$ cat src/rtl/life_board.sv
// life_board: toroidal game-of-life board, next generation built serially in a shadow buffer
module life_board #(
  parameter int N = 5,
  parameter int STEP_TICKS = 1000000,
  parameter int GEN_W = 16,
  parameter logic [N*N-1:0] INIT_CELLS = '0
) (
  input  logic             clk,
  input  logic             rst,
  input  logic             run,
  input  logic             step,
  input  logic             load,
  input  logic [N*N-1:0]   load_cells,
  output logic [N*N-1:0]   cells,
  output logic             busy,
  output logic             done,
  output logic             stable,
  output logic [GEN_W-1:0] generation
);
  localparam int NN = N * N;
  localparam int CW = N > 1 ? $clog2(N) : 1;
  localparam int IW = NN > 1 ? $clog2(NN) : 1;
  localparam int TW = $clog2(STEP_TICKS);
  typedef enum logic [1:0] {IDLE, COMPUTE, COMMIT} state_t;
  state_t           state_q;
  logic [NN-1:0]    cells_q, shadow_q;
  logic [CW-1:0]    x_q, y_q, xm, xp, ym, yp;
  logic [TW-1:0]    tick_q, tick_d;
  logic             tick, nxt, busy_q, done_q, stable_q;
  logic [GEN_W-1:0] gen_q;
  logic [3:0]       cnt;
  function automatic logic [IW-1:0] pos(input logic [CW-1:0] x, input logic [CW-1:0] y);
    return IW'(N * int'(y) + int'(x));
  endfunction
  // neighbour count with toroidal wrap for the cell under the scan pointer, plus tick timer
  always_comb begin
    xm = x_q == '0 ? CW'(N - 1) : x_q - 1'b1;
    xp = x_q == CW'(N - 1) ? '0 : x_q + 1'b1;
    ym = y_q == '0 ? CW'(N - 1) : y_q - 1'b1;
    yp = y_q == CW'(N - 1) ? '0 : y_q + 1'b1;
    cnt = 4'(cells_q[pos(xm, ym)]) + 4'(cells_q[pos(x_q, ym)]) + 4'(cells_q[pos(xp, ym)])
        + 4'(cells_q[pos(xm, y_q)]) + 4'(cells_q[pos(xp, y_q)])
        + 4'(cells_q[pos(xm, yp)]) + 4'(cells_q[pos(x_q, yp)]) + 4'(cells_q[pos(xp, yp)]);
    nxt = cnt == 4'd3 || (cells_q[pos(x_q, y_q)] && cnt == 4'd2);
    tick = run && tick_q == TW'(STEP_TICKS - 1);
    tick_d = !run ? tick_q : tick ? '0 : tick_q + 1'b1;
  end
  // control FSM: idle until step/tick, scan every cell into the shadow, commit in one cycle
  always_ff @(posedge clk) begin
    if (rst) begin
      state_q  <= IDLE;
      cells_q  <= INIT_CELLS;
      shadow_q <= '0;
      x_q      <= '0;
      y_q      <= '0;
      tick_q   <= '0;
      busy_q   <= 1'b0;
      done_q   <= 1'b0;
      stable_q <= 1'b0;
      gen_q    <= '0;
    end else if (load) begin
      state_q  <= IDLE;
      cells_q  <= load_cells;
      tick_q   <= '0;
      busy_q   <= 1'b0;
      done_q   <= 1'b0;
      stable_q <= 1'b0;
      gen_q    <= '0;
    end else begin
      tick_q <= tick_d;
      done_q <= 1'b0;
      case (state_q)
        IDLE: if (step || tick) begin
          state_q <= COMPUTE;
          busy_q  <= 1'b1;
          x_q     <= '0;
          y_q     <= '0;
        end
        COMPUTE: begin
          shadow_q[pos(x_q, y_q)] <= nxt;
          x_q <= xp;
          y_q <= x_q == CW'(N - 1) ? yp : y_q;
          if (x_q == CW'(N - 1) && y_q == CW'(N - 1)) state_q <= COMMIT;
        end
        COMMIT: begin
          cells_q  <= shadow_q;
          gen_q    <= gen_q + 1'b1;
          stable_q <= shadow_q == cells_q;
          done_q   <= 1'b1;
          busy_q   <= 1'b0;
          state_q  <= IDLE;
        end
        default: state_q <= IDLE;
      endcase
    end
  end
  assign cells      = cells_q;
  assign busy       = busy_q;
  assign done       = done_q;
  assign stable     = stable_q;
  assign generation = gen_q;
endmodule

$ cat config.mk
export PLATFORM = sky130hd
export DESIGN_NAME = life_board
export DESIGN_NICKNAME = d
export VERILOG_FILES = /design/src/rtl/life_board.sv
export SDC_FILE = /design/constraint.sdc
export NUM_CORES = 1
export LEC_CHECK = 0
export BUFFER_PORTS_ARGS = -buffer_cell sky130_fd_sc_hd__buf_2
export CORE_AREA = 2 2 138 113
export DETAILED_ROUTE_END_ITERATION = 10
export DIE_AREA = 0 0 140 115
export HOLD_SLACK_MARGIN = 0.02
export PLACE_DENSITY = 0.84
export SYNTH_ARGS = -nofsm -noshare
export SYNTH_HDL_FRONTEND = slang
export SYNTH_SLANG_ARGS = --single-unit
$ cat constraint.sdc
create_clock -name clk -period 6.05 [get_ports clk]
set_input_delay 0.3025 -clock clk [delete_from_list [all_inputs] [get_ports clk]]
set_output_delay 0.3025 -clock clk [all_outputs]
set_load 0.005 [all_outputs]
==> run_summary.xml <==
<?xml version="1.0" encoding="UTF-8"?>
<metrics>
  <group name="clocking">
    <metric name="clock_tree.htree_level_count" unit="">3</metric>
    <metric name="clock_sink_count" unit="">97</metric>
    <metric name="cts-buffers-inserted" unit="">9</metric>
    <metric name="clk-insertion-delay-late" unit="ns">0.35</metric>
    <metric name="cts.root.buffer_cell" unit="">sky130_fd_sc_hd__clkbuf_16</metric>
    <metric name="cts_tree" unit="">built</metric>
    <metric name="clockBufferDepth" unit="">2</metric>
    <metric name="clkSlewWorstSetupHoldPaths" unit="ns">0.07</metric>
  </group>
  <group name="synthesis">
    <metric name="postSynthAreaPerCell" unit="sq um">8.71</metric>
    <metric name="synth.net_count" unit="">1003</metric>
    <metric name="synth-warning-count" unit="">0</metric>
    <metric name="yosysUniqueCellTypes" unit="">59</metric>
    <metric name="synth_enable_flop_cells" unit="">0</metric>
    <metric name="synth_area" unit="sq um">8010</metric>
    <metric name="synth_instances" unit="">920</metric>
    <metric name="synth_ff_type" unit="">sky130_fd_sc_hd__dfxtp_1</metric>
    <metric name="post-synth-top-area-fraction" unit="%">24.2</metric>
    <metric name="postSynth.asyncResetShare" unit="%">0</metric>
    <metric name="cells_taking_the_most_area_after_synthesis" unit="">sky130_fd_sc_hd__dfxtp_1 (24%), sky130_fd_sc_hd__mux4_2 (14%), sky130_fd_sc_hd__ha_1 (6.2%)</metric>
    <metric name="synth.yosys.seq_area_share" unit="%">24.2</metric>
    <metric name="yosys.area.top_type" unit="">sky130_fd_sc_hd__dfxtp_1</metric>
    <metric name="post_synthesis_sequential_element_count" unit="">97</metric>
  </group>
  <group name="power_and_ir_drop">
    <metric name="seq_power_share" unit="%">44.6</metric>
    <metric name="swShare" unit="%">29.6</metric>
    <metric name="power_per_unit_of_standard_cell_area" unit="nW/um^2">167</metric>
    <metric name="vdd_ir_drop_max" unit="V">0.000145</metric>
    <metric name="power.combinational.fraction" unit="%">18.3</metric>
    <metric name="cellLeakagePower" unit="nW">3.80</metric>
    <metric name="internal_power" unit="mW">1.09</metric>
    <metric name="power_frac_clock" unit="%">37.2</metric>
    <metric name="totalPowerFinal" unit="mW">1.54</metric>
    <metric name="power.net_switching" unit="mW">0.458</metric>
  </group>
  <group name="routing">
    <metric name="postRouteWirelength" unit="microns">22100</metric>
    <metric name="first_pass_iters" unit="">7</metric>
    <metric name="first_iter_violations" unit="">702</metric>
    <metric name="vias_after_detailed_routing" unit="">7332</metric>
    <metric name="drt.antenna.violating_nets" unit="">0</metric>
    <metric name="viasPerCell" unit="">6.21</metric>
    <metric name="drc" unit="">0</metric>
    <metric name="avgRoutedWirePerCell" unit="microns">18.8</metric>
  </group>
  <group name="timing">
    <metric name="final-max-slew-violation-count" unit="">0</metric>
    <metric name="post-route-worst-setup-slack" unit="ns">0.127</metric>
    <metric name="final_period_minus_worst_setup_slack" unit="ns">5.92</metric>
    <metric name="maxSlewHeadroom" unit="%">26.2</metric>
    <metric name="setup-violations-final" unit="">0</metric>
    <metric name="timing.final.hold_violations" unit="">0</metric>
    <metric name="layout_worst_path_cycle_share" unit="%">97.9</metric>
    <metric name="maxClockFrequency" unit="MHz">169</metric>
    <metric name="rsz0062_at_grt" unit="">true</metric>
    <metric name="worst_pin_slew" unit="ns">1.10</metric>
    <metric name="final.setup_skew" unit="ns">0.00681</metric>
  </group>
  <group name="floorplanning">
    <metric name="io_pins" unit="">74</metric>
    <metric name="floorplan.die_area" unit="sq um">16100</metric>
    <metric name="coreArea" unit="sq um">14800</metric>
    <metric name="die_width" unit="microns">140</metric>
    <metric name="std_cell_rows" unit="">40</metric>
    <metric name="die_h" unit="microns">115</metric>
    <metric name="start_util" unit="%">54.3</metric>
  </group>
  <group name="global_route">
    <metric name="grt_max_degree" unit="">57</metric>
    <metric name="overflow_after_grt" unit="">0</metric>
    <metric name="antenna_found_initial" unit="">0</metric>
    <metric name="via_count_of_the_first_global_routing_pass" unit="">6900</metric>
    <metric name="grt_pass1_wl" unit="microns">35200</metric>
    <metric name="gr-usage-all-layers" unit="%">27.3</metric>
  </group>
  <group name="outcome">
    <metric name="outcome" unit="">complete, no violations</metric>
  </group>
  <group name="finish">
    <metric name="final_layout_size_suffix_gt1_share" unit="%">26.4</metric>
    <metric name="areaGrowthSynthToFinish" unit="%">15.2</metric>
    <metric name="num_antenna_cells" unit="">0</metric>
    <metric name="fin_area" unit="sq um">9230</metric>
    <metric name="fill_cell_instance_count_of_the_final_layout" unit="">1177</metric>
    <metric name="finish.net_count" unit="">1069</metric>
  </group>
  <group name="worst_setup_path">
    <metric name="worst_setup_path_start_kind" unit="">flip-flop</metric>
    <metric name="critical_path_type" unit="">reg -&gt; reg</metric>
    <metric name="critical_path_peak_fanout" unit="">7</metric>
    <metric name="critical_path.endpoint_type" unit="">flip-flop</metric>
    <metric name="cp_data_arrival_time" unit="ns">6.21</metric>
    <metric name="crit_required" unit="ns">6.34</metric>
  </group>
  <group name="placement">
    <metric name="detailed_place.area" unit="sq um">8720</metric>
    <metric name="detailedPlace.worstSlack" unit="ns">-0.129</metric>
    <metric name="place.gp.congestion" unit="">0.908</metric>
    <metric name="detailedPlacementHpwl" unit="microns">15700</metric>
    <metric name="port-buffer-count" unit="">73</metric>
  </group>
  <group name="flow_run">
    <metric name="drv_cap" unit="">0</metric>
  </group>
  <group name="worst_hold_path">
    <metric name="worstHoldPathType" unit="">in -&gt; reg</metric>
  </group>
</metrics>
-- synth_stat cells (9+ instances only) --
cell	n
sky130_fd_sc_hd__nor2_1	90
sky130_fd_sc_hd__a21o_1	12
sky130_fd_sc_hd__mux2i_1	28
sky130_fd_sc_hd__fa_1	13
sky130_fd_sc_hd__nor3_1	11
sky130_fd_sc_hd__nand2_1	126
sky130_fd_sc_hd__nand4_1	12
sky130_fd_sc_hd__dfxtp_1	97
sky130_fd_sc_hd__clkbuf_1	51
sky130_fd_sc_hd__mux4_2	49
sky130_fd_sc_hd__nand3_1	22
sky130_fd_sc_hd__nor2b_1	19
sky130_fd_sc_hd__xor2_1	44
sky130_fd_sc_hd__o21ai_0	35
sky130_fd_sc_hd__o31ai_1	15
sky130_fd_sc_hd__a21oi_1	85
sky130_fd_sc_hd__ha_1	40
sky130_fd_sc_hd__inv_1	22
sky130_fd_sc_hd__xnor2_1	40
sky130_fd_sc_hd__buf_1	9
-- registers in the layout, summed over array words and instances, names as in the netlist --
signal,flops
tick_q,20
busy,1
generation,16
shadow_q,25
y_q,3
cells,25
stable,1
x_q,3
done,1
state_q,2
-- what timing repair did --
action | CTS | global route
pin swaps | 1 | 18
endpoints found under the setup margin | 8 | 25
hold buffers | 0 | 0
resized for setup | 4 | 42
setup buffers | 0 | 4
-- area by class of cell --
class | count | area (sq um) | share of cell area (%)
Multi-Input combinational cell | 732 | 5880 | 63.8
Sequential cell | 97 | 1950 | 21.1
Timing Repair Buffer | 123 | 769 | 8.34
Clock buffer | 11 | 253 | 2.74
Tap cell | 189 | 236 | 2.56
Inverter | 23 | 91.3 | 0.990
Clock inverter | 5 | 45.0 | 0.488
-- placed cells by master (no fill, tap or decap), types with 6 or more instances in the layout --
cell,Yosys,final
sky130_fd_sc_hd__fa_1,13,11
sky130_fd_sc_hd__xor2_1,44,44
sky130_fd_sc_hd__o21ai_2,8,9
sky130_fd_sc_hd__xnor2_1,40,37
sky130_fd_sc_hd__buf_4,1,47
sky130_fd_sc_hd__nand2_2,0,7
sky130_fd_sc_hd__nand3b_1,8,8
sky130_fd_sc_hd__and3_1,8,8
sky130_fd_sc_hd__o21ai_0,35,34
sky130_fd_sc_hd__mux2_2,8,7
sky130_fd_sc_hd__nand4_1,12,12
sky130_fd_sc_hd__clkbuf_16,0,9
sky130_fd_sc_hd__a21oi_1,85,83
sky130_fd_sc_hd__buf_2,2,73
sky130_fd_sc_hd__nor3_1,11,10
sky130_fd_sc_hd__ha_1,40,35
sky130_fd_sc_hd__inv_1,22,18
sky130_fd_sc_hd__mux4_2,49,49
sky130_fd_sc_hd__dfxtp_1,97,93
sky130_fd_sc_hd__nand3_1,22,22
sky130_fd_sc_hd__mux2i_1,28,28
sky130_fd_sc_hd__a21o_1,12,12
sky130_fd_sc_hd__nor2b_1,19,18
sky130_fd_sc_hd__nor2_1,90,87
sky130_fd_sc_hd__nor4_1,6,6
sky130_fd_sc_hd__o31ai_2,2,12
sky130_fd_sc_hd__nand2_1,126,118
-- power groups by stage --
stage / sequential, mW / clock, mW / combinational (mW)
2_1_floorplan: 0.672 / 0 / 0.202
3_5_place_dp: 0.699 / 0 / 0.255
3_3_place_gp: 0.699 / 0 / 0.251
4_1_cts: 0.685 / 0.577 / 0.260
6_report: 0.688 / 0.574 / 0.282
5_1_grt: 0.688 / 0.603 / 0.304
-- per-stage QoR --
step	setup TNS, ns	std cells	hold WS, ns	utilization [%]
floorplan	0	920	0.397	-
global placement	0	1160	0.462	59.1
detailed placement	-0.698	1160	0.476	59.1
CTS	0	1176	0.177	61.2
global route	-0.781	1180	0.186	62.5
finish	0	1180	0.178	62.5
-- path summary, 6_finish.rpt --
check	from	endpoint	slack [ns]	depth (start not counted)
max	x_q[1]	shadow_q[14]	0.13	23
min	load_cells[4]	cells[4]	0.18	3
max reg2reg	x_q[1]	shadow_q[14]	0.13	23
min reg2reg	busy	busy	0.48	2
-- metal layers --
| layer | GRT usage (%) | vias up | wire, microns |
|---|---|---|---|
| met5 | 0 | - | 0 |
| met4 | 8.15 | 0 | 510 |
| met3 | 4.46 | 67 | 1950 |
| met2 | 44.7 | 373 | 10300 |
| met1 | 37.7 | 3502 | 9390 |
| li1 | - | 3390 | - |
-- kinds of logic (layout without fill, tap and decap cells) --
group | after synthesis | in the layout | synth area share (%)
AOI/OAI and AO/OA | 179 | 179 | 13.6
DFF | 97 | 97 | 24.2
and+or+nand+nor | 324 | 324 | 18.4
buffers and inverters | 91 | 162 | 4.80
adders and majority gates | 53 | 53 | 9.50
xor gates and xnor gates | 87 | 87 | 9.93
muxes | 89 | 89 | 19.6
-- critical path: stages (launching register included) --
cell	delay [ns]
sky130_fd_sc_hd__dfxtp_2	0.36
sky130_fd_sc_hd__inv_2	0.06
sky130_fd_sc_hd__ha_4	0.18
sky130_fd_sc_hd__nand2_2	0.07
sky130_fd_sc_hd__o21a_1	0.15
sky130_fd_sc_hd__inv_2	0.06
sky130_fd_sc_hd__fa_1	0.59
sky130_fd_sc_hd__buf_12	0.14
sky130_fd_sc_hd__mux4_2	0.48
sky130_fd_sc_hd__mux2i_1	0.17
sky130_fd_sc_hd__mux2i_1	0.09
sky130_fd_sc_hd__mux2_4	0.30
sky130_fd_sc_hd__fa_1	0.52
sky130_fd_sc_hd__inv_2	0.04
sky130_fd_sc_hd__fa_1	0.51
sky130_fd_sc_hd__fa_1	0.51
sky130_fd_sc_hd__inv_1	0.04
sky130_fd_sc_hd__ha_2	0.19
sky130_fd_sc_hd__fa_2	0.36
sky130_fd_sc_hd__o21a_1	0.21
sky130_fd_sc_hd__or3b_4	0.48
sky130_fd_sc_hd__nor2_4	0.12
sky130_fd_sc_hd__nand2_2	0.06
sky130_fd_sc_hd__o21ai_2	0.16
(Power assumes the default switching activity.)
